`config.mk`:
```
export PLATFORM = sky130hd
export DESIGN_NAME = instr_fetch_unit
export DESIGN_NICKNAME = d
export VERILOG_FILES = /design/src/rtl/instr_fetch_unit_pkg.sv /design/src/rtl/instr_fetch_unit_pc_reg.sv /design/src/rtl/instr_fetch_unit.sv
export SDC_FILE = /design/constraint.sdc
export NUM_CORES = 1
export LEC_CHECK = 0
export BUFFER_PORTS_ARGS = -buffer_cell sky130_fd_sc_hd__buf_2
export CORE_UTILIZATION = 50
export CTS_CLUSTER_SIZE = 14
export DETAILED_ROUTE_END_ITERATION = 16
export GPL_ROUTABILITY_DRIVEN = 0
export PLACE_DENSITY = 0.86
export SLEW_MARGIN = 10
export SYNTH_ARGS = -nofsm -noshare
export SYNTH_HDL_FRONTEND = slang
export SYNTH_SLANG_ARGS = --single-unit
```
`constraint.sdc`:
```
create_clock -name clk -period 3.4 [get_ports clk]
set_input_delay 0.51 -clock clk [delete_from_list [all_inputs] [get_ports clk]]
set_output_delay 0.51 -clock clk [all_outputs]
set_load 0.01 [all_outputs]
```
`src/rtl/instr_fetch_unit_pkg.sv`:
```
// Shared definitions for the instruction fetch unit: default constants and
// the 2-bit fetch-state encoding.
package instr_fetch_unit_pkg;

    localparam logic [31:0] NOP_INSTR_DEFAULT = 32'h0000_0013;
    localparam logic [31:0] RESET_PC_DEFAULT  = 32'h0000_0000;

    typedef enum logic [1:0] {
        ST_FETCH = 2'b00,
        ST_WAIT  = 2'b01,
        ST_VALID = 2'b10,
        ST_DROP  = 2'b11
    } fetch_state_t;

endpackage

```
`src/rtl/instr_fetch_unit_pc_reg.sv`:
```
// Program counter register: async active-low reset, load enable and
// next-PC select between sequential PC+4 and a word-aligned redirect target.
module instr_fetch_unit_pc_reg #(
    parameter logic [31:0] RESET_PC = 32'h0000_0000
) (
    input  logic        clk,
    input  logic        reset_n,
    input  logic        load,
    input  logic        sel_target,
    input  logic [31:0] target,
    output logic [31:0] pc,
    output logic [31:0] pc_plus4
);

    logic [31:0] pc_next;

    assign pc_plus4 = pc + 32'd4;
    assign pc_next  = sel_target ? (target & 32'hFFFF_FFFC) : pc_plus4;

    always_ff @(posedge clk or negedge reset_n) begin
        if (!reset_n) begin
            pc <= RESET_PC;
        end else if (load) begin
            pc <= pc_next;
        end
    end

endmodule

```
`src/rtl/instr_fetch_unit.sv`:
```
// Instruction fetch stage: one-outstanding-request memory fetch with stall,
// redirect and discard of responses that belong to a squashed fetch.
//
//   state | meaning
//   FETCH | request driven at PC, waiting for grant
//   WAIT  | granted, awaiting response data
//   VALID | fetched instruction held for decode
//   DROP  | response still outstanding for a redirected fetch, discard it
module instr_fetch_unit
    import instr_fetch_unit_pkg::*;
#(
    parameter logic [31:0] RESET_PC  = RESET_PC_DEFAULT,
    parameter logic [31:0] NOP_INSTR = NOP_INSTR_DEFAULT
) (
    input  logic        clk,
    input  logic        reset_n,
    input  logic        StallF,
    input  logic        PCSrcE,
    input  logic [31:0] PCTargetE,
    output logic        imem_req,
    output logic [31:0] imem_addr,
    input  logic        imem_gnt,
    input  logic        imem_rvalid,
    input  logic [31:0] imem_rdata,
    output logic [31:0] PCF,
    output logic [31:0] PCPlus4F,
    output logic [31:0] InstrF,
    output logic        InstrValidF,
    output logic        FetchBusyF
);

    fetch_state_t state_q;
    fetch_state_t state_d;
    logic [31:0]  pc;
    logic [31:0]  pc_plus4;
    logic [31:0]  instr_q;
    logic         pc_load;
    logic         pc_sel_target;
    logic         capture;

    instr_fetch_unit_pc_reg #(
        .RESET_PC (RESET_PC)
    ) u_pc_reg (
        .clk        (clk),
        .reset_n    (reset_n),
        .load       (pc_load),
        .sel_target (pc_sel_target),
        .target     (PCTargetE),
        .pc         (pc),
        .pc_plus4   (pc_plus4)
    );

    always_ff @(posedge clk or negedge reset_n) begin
        if (!reset_n) begin
            state_q <= ST_FETCH;
            instr_q <= NOP_INSTR;
        end else begin
            state_q <= state_d;
            if (capture) begin
                instr_q <= imem_rdata;
            end
        end
    end

    always_comb begin
        state_d       = state_q;
        pc_load       = PCSrcE;
        pc_sel_target = PCSrcE;
        capture       = 1'b0;
        case (state_q)
            ST_FETCH: begin
                if (imem_gnt) begin
                    state_d = PCSrcE ? ST_DROP : ST_WAIT;
                end
            end
            ST_WAIT: begin
                if (imem_rvalid) begin
                    if (PCSrcE) begin
                        state_d = ST_FETCH;
                    end else begin
                        state_d = ST_VALID;
                        capture = 1'b1;
                    end
                end else if (PCSrcE) begin
                    state_d = ST_DROP;
                end
            end
            ST_VALID: begin
                if (PCSrcE) begin
                    state_d = ST_FETCH;
                end else if (!StallF) begin
                    state_d = ST_FETCH;
                    pc_load = 1'b1;
                end
            end
            ST_DROP: begin
                // A redirect here only retargets the PC; the stale response must still be consumed.
                if (imem_rvalid) begin
                    state_d = ST_FETCH;
                end
            end
            default: begin
                state_d = ST_FETCH;
            end
        endcase
    end

    assign imem_req    = (state_q == ST_FETCH) && reset_n;
    assign imem_addr   = pc;
    assign PCF         = pc;
    assign PCPlus4F    = pc_plus4;
    assign InstrValidF = (state_q == ST_VALID);
    assign InstrF      = InstrValidF ? instr_q : NOP_INSTR;
    assign FetchBusyF  = !InstrValidF;

endmodule

```
== After elaboration in Yosys (flattened, before gate mapping) ==
Index checks and enable logic that the tools add are counted.
W data, S select, Z words.

* Bits in registers: 66
* Output and inout bits: 131
* Logic and storage cells: 32

* Add/subtract/negate cells: 1
* Eq/ne operators: 7
* Mux-type cells: 17
* Reduce and logical (&&, ||, !) cells: 4

{| class="wikitable"
|+ Operator list
! kind !! number
|-
| $mux W32 || 2
|-
| $add A32 B3 Y32 const B || 1
|-
| $mux W2 || 8
|-
| $pmux W2 S4 || 1
|-
| $mux W1 || 6
|-
| $ne A3 B3 Y1 const B || 2
|-
| $eq A2 B2 Y1 const B || 2
|-
| $ne A2 B2 Y1 const B || 2
|-
| $reduce_and A4 Y1 || 1
|-
| $eq A2 B1 Y1 const B || 1
|-
| $logic_not A2 Y1 || 1
|-
| $logic_and A1 B1 Y1 || 1
|-
| $logic_not A1 Y1 || 1
|}

== Logic depth before layout (Yosys ltp) ==
* Word-level depth: 3
* Depth in mapped cells: 6
* Depth with buffers taken out: 5

== Modules after synthesis ==
From an unflattened synthesis, not the netlist that was laid out.

* Cell total of the unflattened synthesis: 436
* Area total of the unflattened synthesis: 4369.2 µm²

{| class="wikitable"
|+ Modules (own cells, without submodules)
! module !! instances !! cells each !! area an instance (µm²) !! sequential area each (µm²)
|-
| instr_fetch_unit_pc_reg || 1 || 286 || 2446.1 || 750.7
|-
| instr_fetch_unit || 1 || 150 || 1923.1 || 854.6
|}

== Worst setup path after synthesis ==
OpenSTA, ideal clock, no wires.

* Path type: register to output
* Start point: register u_pc_reg.pc[16]
* End point: output port PCPlus4F[30]
* Data arrival time: 1.959 ns
* Data required time: 2.890 ns
* Path slack: 0.931 ns
* Stages on the path, launching flop included: 7
* Cell sequence: dfrtp_1 buf_2 nand4_1 or4_1 clkbuf_1 nor4_1 xor2_1

* Cells in the longest elaborated chain, start to end: 1

{| class="wikitable"
|+ Ends and longest elaborated chain
! what !! line !! source
|-
| start: declaration || instr_fetch_unit_pc_reg.sv:11 || <nowiki>output logic [31:0] pc,</nowiki>
|-
| start signal: assignment || instr_fetch_unit_pc_reg.sv:24 || <nowiki>pc <= pc_next;</nowiki>
|-
| $add A32 B3 Y32 || instr_fetch_unit_pc_reg.sv:17 || <nowiki>assign pc_plus4 = pc + 32'd4;</nowiki>
|-
| end: declaration || instr_fetch_unit.sv:26 || <nowiki>output logic [31:0] PCPlus4F,</nowiki>
|}

Every way passes these cells.

== Worst setup path in the final report ==
* Start point: register u_pc_reg.pc[16]
* End point: output port PCPlus4F[26]

The elaborated chain is that of the path after synthesis.

==> metrics.md <==
| Metric | Value |
|---|---|
| Status | finished clean |
| Placed cells | 667 |
| CP endpoint kind | primary output |
| Most frequent cells in the layout | 192 x buf_2, 61 x dfrtp_1, 32 x nand2_1, 32 x mux2_2, 30 x and2_1 |
| CP startpoint kind | register |
| Clock skew | 0.0135 ns |
| Dpl cell area | approximately 0.0048 mm2 |
| Worst r2r src | u_pc_reg.pc[4]$_DFFE_PN0N_ |
| Crit path DAT | 2.51 ns |
| Detailed-route via count | roughly 3700 |
| Die W | roughly 92 um |
| Synth top area cells | dfrtp_1 38%, mux2_2 8.9%, buf_4 6.7% |
| Initial antenna violation count | 1 |
| Maximum vdd drop | approximately 370 uV |
| Cells on Worst Hold Path | 3 |
| IO Pins | ~200 |
| Total grt overflow | 0 |
| Antenna-violating nets left | 0 |
| Cts repair resizes | 0 |
| Hold Vio Cnt, Final | 0 |
| Slew Limit Fails | 0 |
| Starting Density | around half |
| Largest net degree at the start of global routing | 65 |
| CTS Hold Bufs | 0 |
| Num Clock Sinks | 64 |
| Setup CP Type | reg -> out |
| Design area | approximately 0.0050 mm2 |
| Die span in y | 91.9 um |
| Port Buffers | approximately 190 |
| WL/cell | about 15 um |
| Setup bufs post-CTS | 0 |
| Via density | about 5.4 |
| Tot Pwr | 3010 uW |
| GRT Total Usage | between 20% and 30% |
| Worst EP required | ~2.9 ns |
| Worst hold path class | in -> reg |
| Main synth FF type | dfrtp_1 |
| Maximum clock rate | roughly 330 MHz |
| Nets | 647 |
| CTS tree | done |
| Fillers | ~660 |
| #FFs+latches synth | 64 |
| Async S/R FF share, synth | 100% |
| Core area | a little under 0.008 mm2 |
| Cell variety after synth | between 40 and 50 |
| Final worst-path cycle share | approximately nine tenths |
| Post-synth top area share | 37.8% |
| Worst R2R End | u_pc_reg.pc[31]$_DFFE_PN0N_ |
| Critical-path maximum fanout | 11 |
| Synth Warn # | 0 |
| DRC violations left | 0 |
| Final core occ | ~65% |
| Die ar. | around 0.0084 mm2 |
| Flop-to-flop setup slack | 0.96 ns |
| Drt first pass iters | 4 |
| R2r worst-path depth | 4 |
| Slew of the pin with the lowest slew margin | 0.994 ns |
| P&R area growth vs syn | 24.5% |
| Most common library cell in the layout ignoring fill and taps | buf_2 |
| Cts bufs inserted | 9 |
| Max-capacitance violation count | 0 |
| Starting DRC count in detailed routing | roughly 140 |
| Hold endpoint | u_pc_reg.pc[10]$_DFFE_PN0N_ |
| LEAKAGE | ~0.0024 uW |
| Biggest area consumer among synthesized cells | dfrtp_1 |
| Cells after Synth | 430 |
| Post-synth EDFFs | 0 |
| Sequential share of the synthesized area | about 40% |
| Clock root cell | clkbuf_8 |
| Hpwl dp | approximately 7.7 mm |
| CTS H-tree lvls | 3 |
| Slew headroom | roughly a third |
| Std-Cell Rows | 32 |
| Synthesized area | between 0.004 and 0.005 mm2 |
| Final setup TNS | 0 ns |
| Clock-pin slew on the worst setup and hold paths | around 0.07 ns |
| Final setup viols | 0 |
| Clock buffer depth | 2 |
| Avg Inst Size Synth | 9.39 um2 |
| Number of global-route vias before repair | between 3000 and 4000 |
| Hold Crit Start | PCTargetE[10] |
| First-pass GRT wire length | between 15 and 20 mm |
| Share of layout cells above drive strength 1 | between 40% and 50% |
| Layout Cells excl Fill | approximately 680 |
| Drt total wl | around 10 mm |
| Clk Latency, worst-skew pair | approximately 0.34 ns |
| PwrDens | 600 mW/mm2 |
| RSZ-0062 raised after global routing | no |
| N_diodes | 0 |
| Minimum clock period | just over 3 ns |
per-stage QoR:
stage                     hold slack, ns  worst slack (ns)
final                              0.394             0.377
after global routing               0.384             0.190
after CTS                          0.383             0.380
after detailed placement           0.487             0.748
after global placement             0.481             0.783
after floorplan                    0.214             0.931
worst max path at each step:
| stage | startpoint | slack [ns] | cells after the start | endpoint |
|---|---|---|---|---|
| finish | u_pc_reg.pc[16]$_DFFE_PN0N_ | 0.38 | 5 | PCPlus4F[26] |
| global route | u_pc_reg.pc[16]$_DFFE_PN0N_ | 0.19 | 5 | PCPlus4F[30] |
| CTS | u_pc_reg.pc[16]$_DFFE_PN0N_ | 0.38 | 5 | PCPlus4F[26] |
| detailed placement | u_pc_reg.pc[16]$_DFFE_PN0N_ | 0.75 | 5 | PCPlus4F[26] |
| global placement | u_pc_reg.pc[8]$_DFFE_PN0N_ | 0.78 | 5 | PCPlus4F[30] |
| floorplan | u_pc_reg.pc[16]$_DFFE_PN0N_ | 0.93 | 6 | PCPlus4F[30] |
cell usage after synthesis, drive strengths merged, types with 14 or more instances:
cell	count
clkbuf	25
o21ai	17
nor2	27
xnor2	17
xor2	22
dfrtp	61
nor3	14
and2	30
mux2	32
nand2	32
buf	40
power by group:
part	total, uW	internal, uW	leakage, uW	switching, uW
Clock	813	508	0.000124	305
Sequential	1200	1010	0.000756	189
Combinational	1000	510	0.00150	491
Total	3010	2030	0.00238	985
critical path, cell delays in order, from the launching register on:
cell and delay, ns:
dfrtp_1 0.53, nand4_1 0.25, or4_1 0.76, nor3_1 0.30, xor2_1 0.19, buf_2 0.15
sequential cells by signal, indices dropped and copies added (netlist names):
register and flops:
u_pc_reg.pc 30, instr_q 32, state_q 2
cell type report:
| cell class | count | area [um2] | area share (%) |
|---|---|---|---|
| well taps | 102 | 128 | 2.54 |
| multi-input cells | 299 | 2040 | 40.6 |
| inverters | 7 | 26.3 | 0.523 |
| repair buffers | 195 | 983 | 19.6 |
| flip-flops and latches | 64 | 1610 | 31.9 |
| clock inverters | 5 | 104 | 2.07 |
| clock buffers | 11 | 141 | 2.81 |
layer usage:
layer,vias up,routed length [um],GRT usage [%],part of all wire (%)
met4,0,174,9.24,1.7
li1,1750,-,-,-
met5,-,0,0,0
met2,169,5520,42.6,53
met3,15,692,4.64,6.6
met1,1778,4090,29.1,39
kinds of logic after synthesis:
group	Yosys count	synth area share, %
multiplexers	33	9.18
buffers and inverters	72	10.4
XOR/XNOR	39	8.46
adder cells (fa/ha/maj)	1	0.310
AND/OR/NAND/NOR	169	23.2
AO/OA/AOI/OAI	51	8.56
flip-flops	64	39.8
other	1	0.0929
No activity file was read; power rests on OpenSTA's default activity.
